File: config.mk
export PLATFORM = sky130hd
export DESIGN_NAME = imem_loader_flat
export DESIGN_NICKNAME = d
export VERILOG_FILES = /design/src/rtl/imem_loader_pkg.sv /design/src/rtl/imem_loader_if.sv /design/src/rtl/imem_loader_word_assembler.sv /design/src/rtl/imem_loader.sv /design/src/flat_wrapper.sv
export SDC_FILE = /design/constraint.sdc
export NUM_CORES = 1
export LEC_CHECK = 0
export CORE_ASPECT_RATIO = 1.4
export CORE_UTILIZATION = 48
export DETAILED_ROUTE_END_ITERATION = 8
export HOLD_SLACK_MARGIN = 0.12
export PLACE_DENSITY = 0.76
export SYNTH_ARGS = -nofsm -noshare
export SYNTH_HDL_FRONTEND = slang
export SYNTH_SLANG_ARGS = --single-unit
export TNS_END_PERCENT = 5
File: constraint.sdc
create_clock -name clk -period 1.8 [get_ports clk]
set_input_delay 0.27 -clock clk [delete_from_list [all_inputs] [get_ports clk]]
set_output_delay 0.27 -clock clk [all_outputs]
set_load 0.05 [all_outputs]
File: src/rtl/imem_loader_pkg.sv
// Shared types and constants for the instruction-memory byte-stream loader.
package imem_loader_pkg;

  typedef enum logic [2:0] {
    StIdle,
    StLen0,
    StLen1,
    StData,
    StWrite,
    StDone,
    StErr
  } state_e;

  localparam int unsigned HDR_BYTES  = 2;
  localparam int unsigned WORD_BYTES = 4;

endpackage

File: src/rtl/imem_loader_if.sv
// Byte-stream handshake, instruction-memory write port and core-control signals of the loader.
interface imem_loader_if #(
  parameter int unsigned ADDR_W = 8
) ();

  logic              start;
  logic              byte_valid;
  logic [7:0]        byte_data;
  logic              byte_ready;
  logic              imem_we;
  logic [ADDR_W-1:0] imem_waddr;
  logic [31:0]       imem_wdata;
  logic              core_reset_n;
  logic              busy;
  logic              done;
  logic              err;

  modport master (
    output start, byte_valid, byte_data,
    input  byte_ready, imem_we, imem_waddr, imem_wdata, core_reset_n, busy, done, err
  );

  modport slave (
    input  start, byte_valid, byte_data,
    output byte_ready, imem_we, imem_waddr, imem_wdata, core_reset_n, busy, done, err
  );

endinterface

File: src/rtl/imem_loader_word_assembler.sv
// Packs little-endian bytes into a 32-bit word; full flags that the next push completes it.
module imem_loader_word_assembler
  import imem_loader_pkg::*;
(
  input  logic        clk,
  input  logic        reset,
  input  logic        clear,
  input  logic        push,
  input  logic [7:0]  byte_in,
  output logic [31:0] word,
  output logic        full
);

  localparam int unsigned LANE_W = $clog2(WORD_BYTES);

  logic [LANE_W-1:0] r_lane;
  logic [31:0]       r_word;

  always_ff @(posedge clk or negedge reset) begin
    if (!reset) begin
      r_lane <= '0;
      r_word <= '0;
    end else if (clear) begin
      r_lane <= '0;
      r_word <= '0;
    end else if (push) begin
      for (int unsigned i = 0; i < WORD_BYTES; i++) begin
        if (r_lane == LANE_W'(i)) r_word[8*i +: 8] <= byte_in;
      end
      // Wraps to lane 0 after the last lane, ready for the next word.
      r_lane <= r_lane + 1'b1;
    end
  end

  assign word = r_word;
  assign full = (r_lane == LANE_W'(WORD_BYTES - 1));

endmodule

File: src/rtl/imem_loader.sv
// Length-prefixed byte-stream loader: fills instruction memory and holds the core in reset
// until the load completes.
module imem_loader
  import imem_loader_pkg::*;
#(
  parameter int unsigned ADDR_W = 8
) (
  input  logic         clk,
  input  logic         reset,
  imem_loader_if.slave bus
);

  localparam logic [16:0] MAX_WORDS = 17'(2 ** ADDR_W);

  state_e            r_state;
  logic [7:0]        r_len_lo;
  logic [15:0]       r_last;
  logic [ADDR_W-1:0] r_waddr;
  logic              r_we;
  logic              r_busy;
  logic              r_done;
  logic              r_err;
  logic              r_core_rst_n;

  logic        w_ready;
  logic        w_xfer;
  logic [15:0] w_len;
  logic [31:0] w_word;
  logic        w_full;

  always_comb begin
    w_ready = (r_state == StLen0) || (r_state == StLen1) || (r_state == StData);
  end

  assign w_xfer = bus.byte_valid & w_ready;
  assign w_len  = {bus.byte_data, r_len_lo};

  imem_loader_word_assembler u_word_assembler (
    .clk     (clk),
    .reset   (reset),
    .clear   (w_xfer && (r_state == StLen1)),
    .push    (w_xfer && (r_state == StData)),
    .byte_in (bus.byte_data),
    .word    (w_word),
    .full    (w_full)
  );

  always_ff @(posedge clk or negedge reset) begin
    if (!reset) begin
      r_state      <= StIdle;
      r_len_lo     <= '0;
      r_last       <= '0;
      r_waddr      <= '0;
      r_we         <= 1'b0;
      r_busy       <= 1'b0;
      r_done       <= 1'b0;
      r_err        <= 1'b0;
      r_core_rst_n <= 1'b0;
    end else begin
      r_we <= 1'b0;
      unique case (r_state)
        StIdle, StDone, StErr: begin
          if (bus.start) begin
            r_state      <= StLen0;
            r_busy       <= 1'b1;
            r_done       <= 1'b0;
            r_err        <= 1'b0;
            r_core_rst_n <= 1'b0;
          end
        end
        StLen0: begin
          if (w_xfer) begin
            r_len_lo <= bus.byte_data;
            r_state  <= StLen1;
          end
        end
        StLen1: begin
          if (w_xfer) begin
            // Compared one bit wider than the address so a full-memory load is legal.
            if ((w_len == '0) || ({1'b0, w_len} > MAX_WORDS)) begin
              r_state <= StErr;
              r_busy  <= 1'b0;
              r_err   <= 1'b1;
            end else begin
              r_last  <= w_len - 16'd1;
              r_waddr <= '0;
              r_state <= StData;
            end
          end
        end
        StData: begin
          if (w_xfer && w_full) begin
            r_state <= StWrite;
            r_we    <= 1'b1;
          end
        end
        StWrite: begin
          if (16'(r_waddr) == r_last) begin
            r_state      <= StDone;
            r_busy       <= 1'b0;
            r_done       <= 1'b1;
            r_core_rst_n <= 1'b1;
          end else begin
            r_waddr <= r_waddr + 1'b1;
            r_state <= StData;
          end
        end
        default: r_state <= StIdle;
      endcase
    end
  end

  assign bus.byte_ready   = w_ready;
  assign bus.imem_we      = r_we;
  assign bus.imem_waddr   = r_waddr;
  assign bus.imem_wdata   = w_word;
  assign bus.core_reset_n = r_core_rst_n;
  assign bus.busy         = r_busy;
  assign bus.done         = r_done;
  assign bus.err          = r_err;

endmodule
File: src/flat_wrapper.sv
// flat-port wrapper written by rule: the top's interface ports become plain ports
module imem_loader_flat import imem_loader_pkg::*;
#(
  parameter int unsigned ADDR_W = 8
)
  (clk, reset, bus_start, bus_byte_valid, bus_byte_data, bus_byte_ready, bus_imem_we, bus_imem_waddr, bus_imem_wdata, bus_core_reset_n, bus_busy, bus_done, bus_err);
  imem_loader_if #(.ADDR_W(ADDR_W)) bus_i ();
  input  logic clk;
  input  logic reset;
  input wire logic [$bits(bus_i.start)-1:0] bus_start;
  input wire logic [$bits(bus_i.byte_valid)-1:0] bus_byte_valid;
  input wire logic [$bits(bus_i.byte_data)-1:0] bus_byte_data;
  output wire logic [$bits(bus_i.byte_ready)-1:0] bus_byte_ready;
  output wire logic [$bits(bus_i.imem_we)-1:0] bus_imem_we;
  output wire logic [$bits(bus_i.imem_waddr)-1:0] bus_imem_waddr;
  output wire logic [$bits(bus_i.imem_wdata)-1:0] bus_imem_wdata;
  output wire logic [$bits(bus_i.core_reset_n)-1:0] bus_core_reset_n;
  output wire logic [$bits(bus_i.busy)-1:0] bus_busy;
  output wire logic [$bits(bus_i.done)-1:0] bus_done;
  output wire logic [$bits(bus_i.err)-1:0] bus_err;
  assign bus_i.start = bus_start;
  assign bus_i.byte_valid = bus_byte_valid;
  assign bus_i.byte_data = bus_byte_data;
  assign bus_byte_ready = bus_i.byte_ready;
  assign bus_imem_we = bus_i.imem_we;
  assign bus_imem_waddr = bus_i.imem_waddr;
  assign bus_imem_wdata = bus_i.imem_wdata;
  assign bus_core_reset_n = bus_i.core_reset_n;
  assign bus_busy = bus_i.busy;
  assign bus_done = bus_i.done;
  assign bus_err = bus_i.err;
  imem_loader #(.ADDR_W(ADDR_W)) u_core (.clk(clk), .reset(reset), .bus(bus_i));
endmodule
==> impl_metrics.ini, run 1 <==
[status]
status = complete, but fails checks
violations = setup timing

[cells_and_area]
num_antenna_cells = 0
final_cell_count_no_fill = 571
drive_above_1_share_pct = 29.4
layout_commonest_cell = buf_4
layout.nets = 490
postLayoutCellArea_um2 = 4870
mostFrequentLayoutCells = buf_4, dfrtp_1, nand2_1, a21oi_1, nand3_1
synthToLayoutAreaGrowth_pct = 38.8
final_util_pct = 69.2

[placed_design]
gp_congestion = 0.898
placed_cells = 552
hpwl_um = 6300
place_ws_ps = -666
placed_area_um2 = 4560
portBuffers = 57

[timing]
finClkSkew_ps = 8.48
whs_ps = 276
finalCriticalPeriod_ps = 1870
rsz0062_at_grt = yes
tightest_slew_ps = 505
relSlewSlack_pct = 66.3
fmax_ghz = 0.535
hold_viol = 0
finalSetupViolCount = 15
finalWorstSetupSlack_ps = -69.8
finalMaxSlewViolations = 0
period_share_pct = 104

[clocking]
cts_tree = built
cts-htree-levels = 3
clkSinkCount = 73
cts-buffers-inserted = 9
insertion_delay_ps = 360
path_clk_slew_ps = 80
cts_buffer_depth = 2
root_buffer = clkbuf_8

[die]
die_h_um = 103
pin_count = 58
rows = 36
start_util_pct = 49.9
die_x_um = 74.2
coreArea_um2 = 7030
die_area_um2 = 7650

[flow_run]
drv_cap = 0

[setup_path]
end_kind = register
cp.arrival_ps = 2120
start_kind = register
crit_fanout = 4
path_class = reg2reg
worstPathRequired_ps = 2050

[power_and_ir_drop]
power_density_nw_per_um2 = 1570
vdd_ir_drop_max_mv = 0.933
power.leakage_nw = 2.35

[grt]
track_usage_pct = 25.1
grt_pass1_vias = 3054
antenna_found_initial = 0
overflow = 0
grt_pass1_wl_um = 14300
grt_max_degree = 74

[detailed_routing]
via_per_inst = 5.54
drt-met1-wl_um = 3550
top_layer_used = met4
met2WireLength_um = 4870
ant_nets = 0
drt_wl_total_um = 9040
wl_met3_um = 404
num_vias = 3163
routedWlPerCell_um = 15.8
drtPass1Iterations = 4
drtIter0Drc = 175
drc = 0

[yosys]
netlist.area_leader.share_pct = 52.1
synth-seq-area-share_pct = 52.1
syn-num-nets = 380
synth_top_cell_by_area = dfrtp_1
ys_types = 44
syn_area_um2 = 3500
yosysWarnings = 0
ys.flop_type = dfrtp_1
synth_edf_count = 0
ys_ff_latch = 73
ys_top_cells_by_area = dfrtp_1, a21oi_1, nand2_1, nand3_1, xnor2_1
synth_cells = 361
synthArstFlopShare_pct = 100
syn_area_per_cell_um2 = 9.71

[min_path]
hp-class = in2reg
[Yosys cell counts (2+ instances only)]
cell type  count
nor3_1         5
buf_4          2
nand3_1       35
ha_1           7
or4_1          2
clkbuf_1      17
a31oi_1        8
o32ai_1        2
nor2_1        16
a21oi_1       42
dfrtp_1       73
a211oi_1       2
o21a_1        10
o21ai_0        8
a221o_1        2
inv_1         11
mux2i_1        3
nor4_1         6
o31a_1         2
nand4_1        3
or3_1          2
xnor2_1       15
and3_1         5
nand2b_1       5
nand2_1       51
o22ai_1        2
or4_4          2
mux2_2         7
[area by class of cell]
type                            count  area (µm²)
Clock buffer                       10         128
Fill cell                         553        2160
Tap cell                           95         119
Timing Repair Buffer              120        1030
Inverter                           11        41.3
Multi-Input combinational cell    256        1680
Sequential cell                    73        1830
Clock inverter                      6        43.8
[worst paths after layout]
path,slack (ps),from,depth (start not counted),endpoint
min reg2reg,500,u_core.bus.err,2,u_core.bus.err
max,-70,u_core.r_len_lo[7],6,u_core.r_last[13]
max in group asynchronous,1030,reset,3,u_core.r_len_lo[6]
min in group asynchronous,460,reset,3,u_core.r_last[7]
max reg2reg,-70,u_core.r_len_lo[7],6,u_core.r_last[13]
min,280,bus_byte_data[1],4,u_core.r_len_lo[1]
[registers in the layout, summed over array words and instances (netlist names), 2 cells and up]
register	flops
u_core.bus.imem_waddr	8
u_core.u_word_assembler.r_lane	2
u_core.r_state	3
u_core.r_len_lo	8
u_core.u_word_assembler.word	32
u_core.r_last	16
[cells by family after synthesis]
family / share of synthesized area, %
buf+inv: 3.86
mux: 3.11
fa+ha+maj: 2.50
compound gates: 14.3
flops: 52.1
simple gates: 20.1
xor+xnor: 4.00
[per-stage QoR]
| step | power (mW) | setup TNS, ps |
|---|---|---|
| final | 7.64 | -517 |
| after global routing | 8.03 | -2310 |
| after CTS | 7.54 | -1320 |
| after floorplan | 4.80 | -5290 |
| after detailed placement | 6.35 | -17130 |
| after global placement | 6.27 | -16430 |
[report_power, final]
part,internal [mW],switching (mW)
sequential,2.06,0.370
combinational,1.62,2.44
clock,0.504,0.646
[critical path, cell delays in order, from the launching register on]
cell,delay (ps)
dfrtp_1,410
buf_6,130
or4_4,570
nor4_4,240
xnor2_1,160
nand2_2,110
o21a_1,120
[metal layers]
metal  vias to the layer above  GRT usage [%]
met2                       103           44.1
met5                         -              0
li1                       1498              -
met3                        19           6.45
met4                         0           9.87
met1                      1543           28.9
[what timing repair did]
item | 4_1_cts | 5_1_grt
pin swaps | 15 | 7
gates resized for setup | 49 | 20
setup buffers | 2 | 0
endpoints found under the hold margin | 73 | 0
endpoints found under the setup margin | 46 | 32
hold buffers | 1 | 0
Power figures use the tool's default switching activity.
==> run 2, diff against run 1 <==
- ABC_AREA: not set -> 0
==> results of run 2 <==
No change in the layout: final DEF, timing and power equal those of run 1.
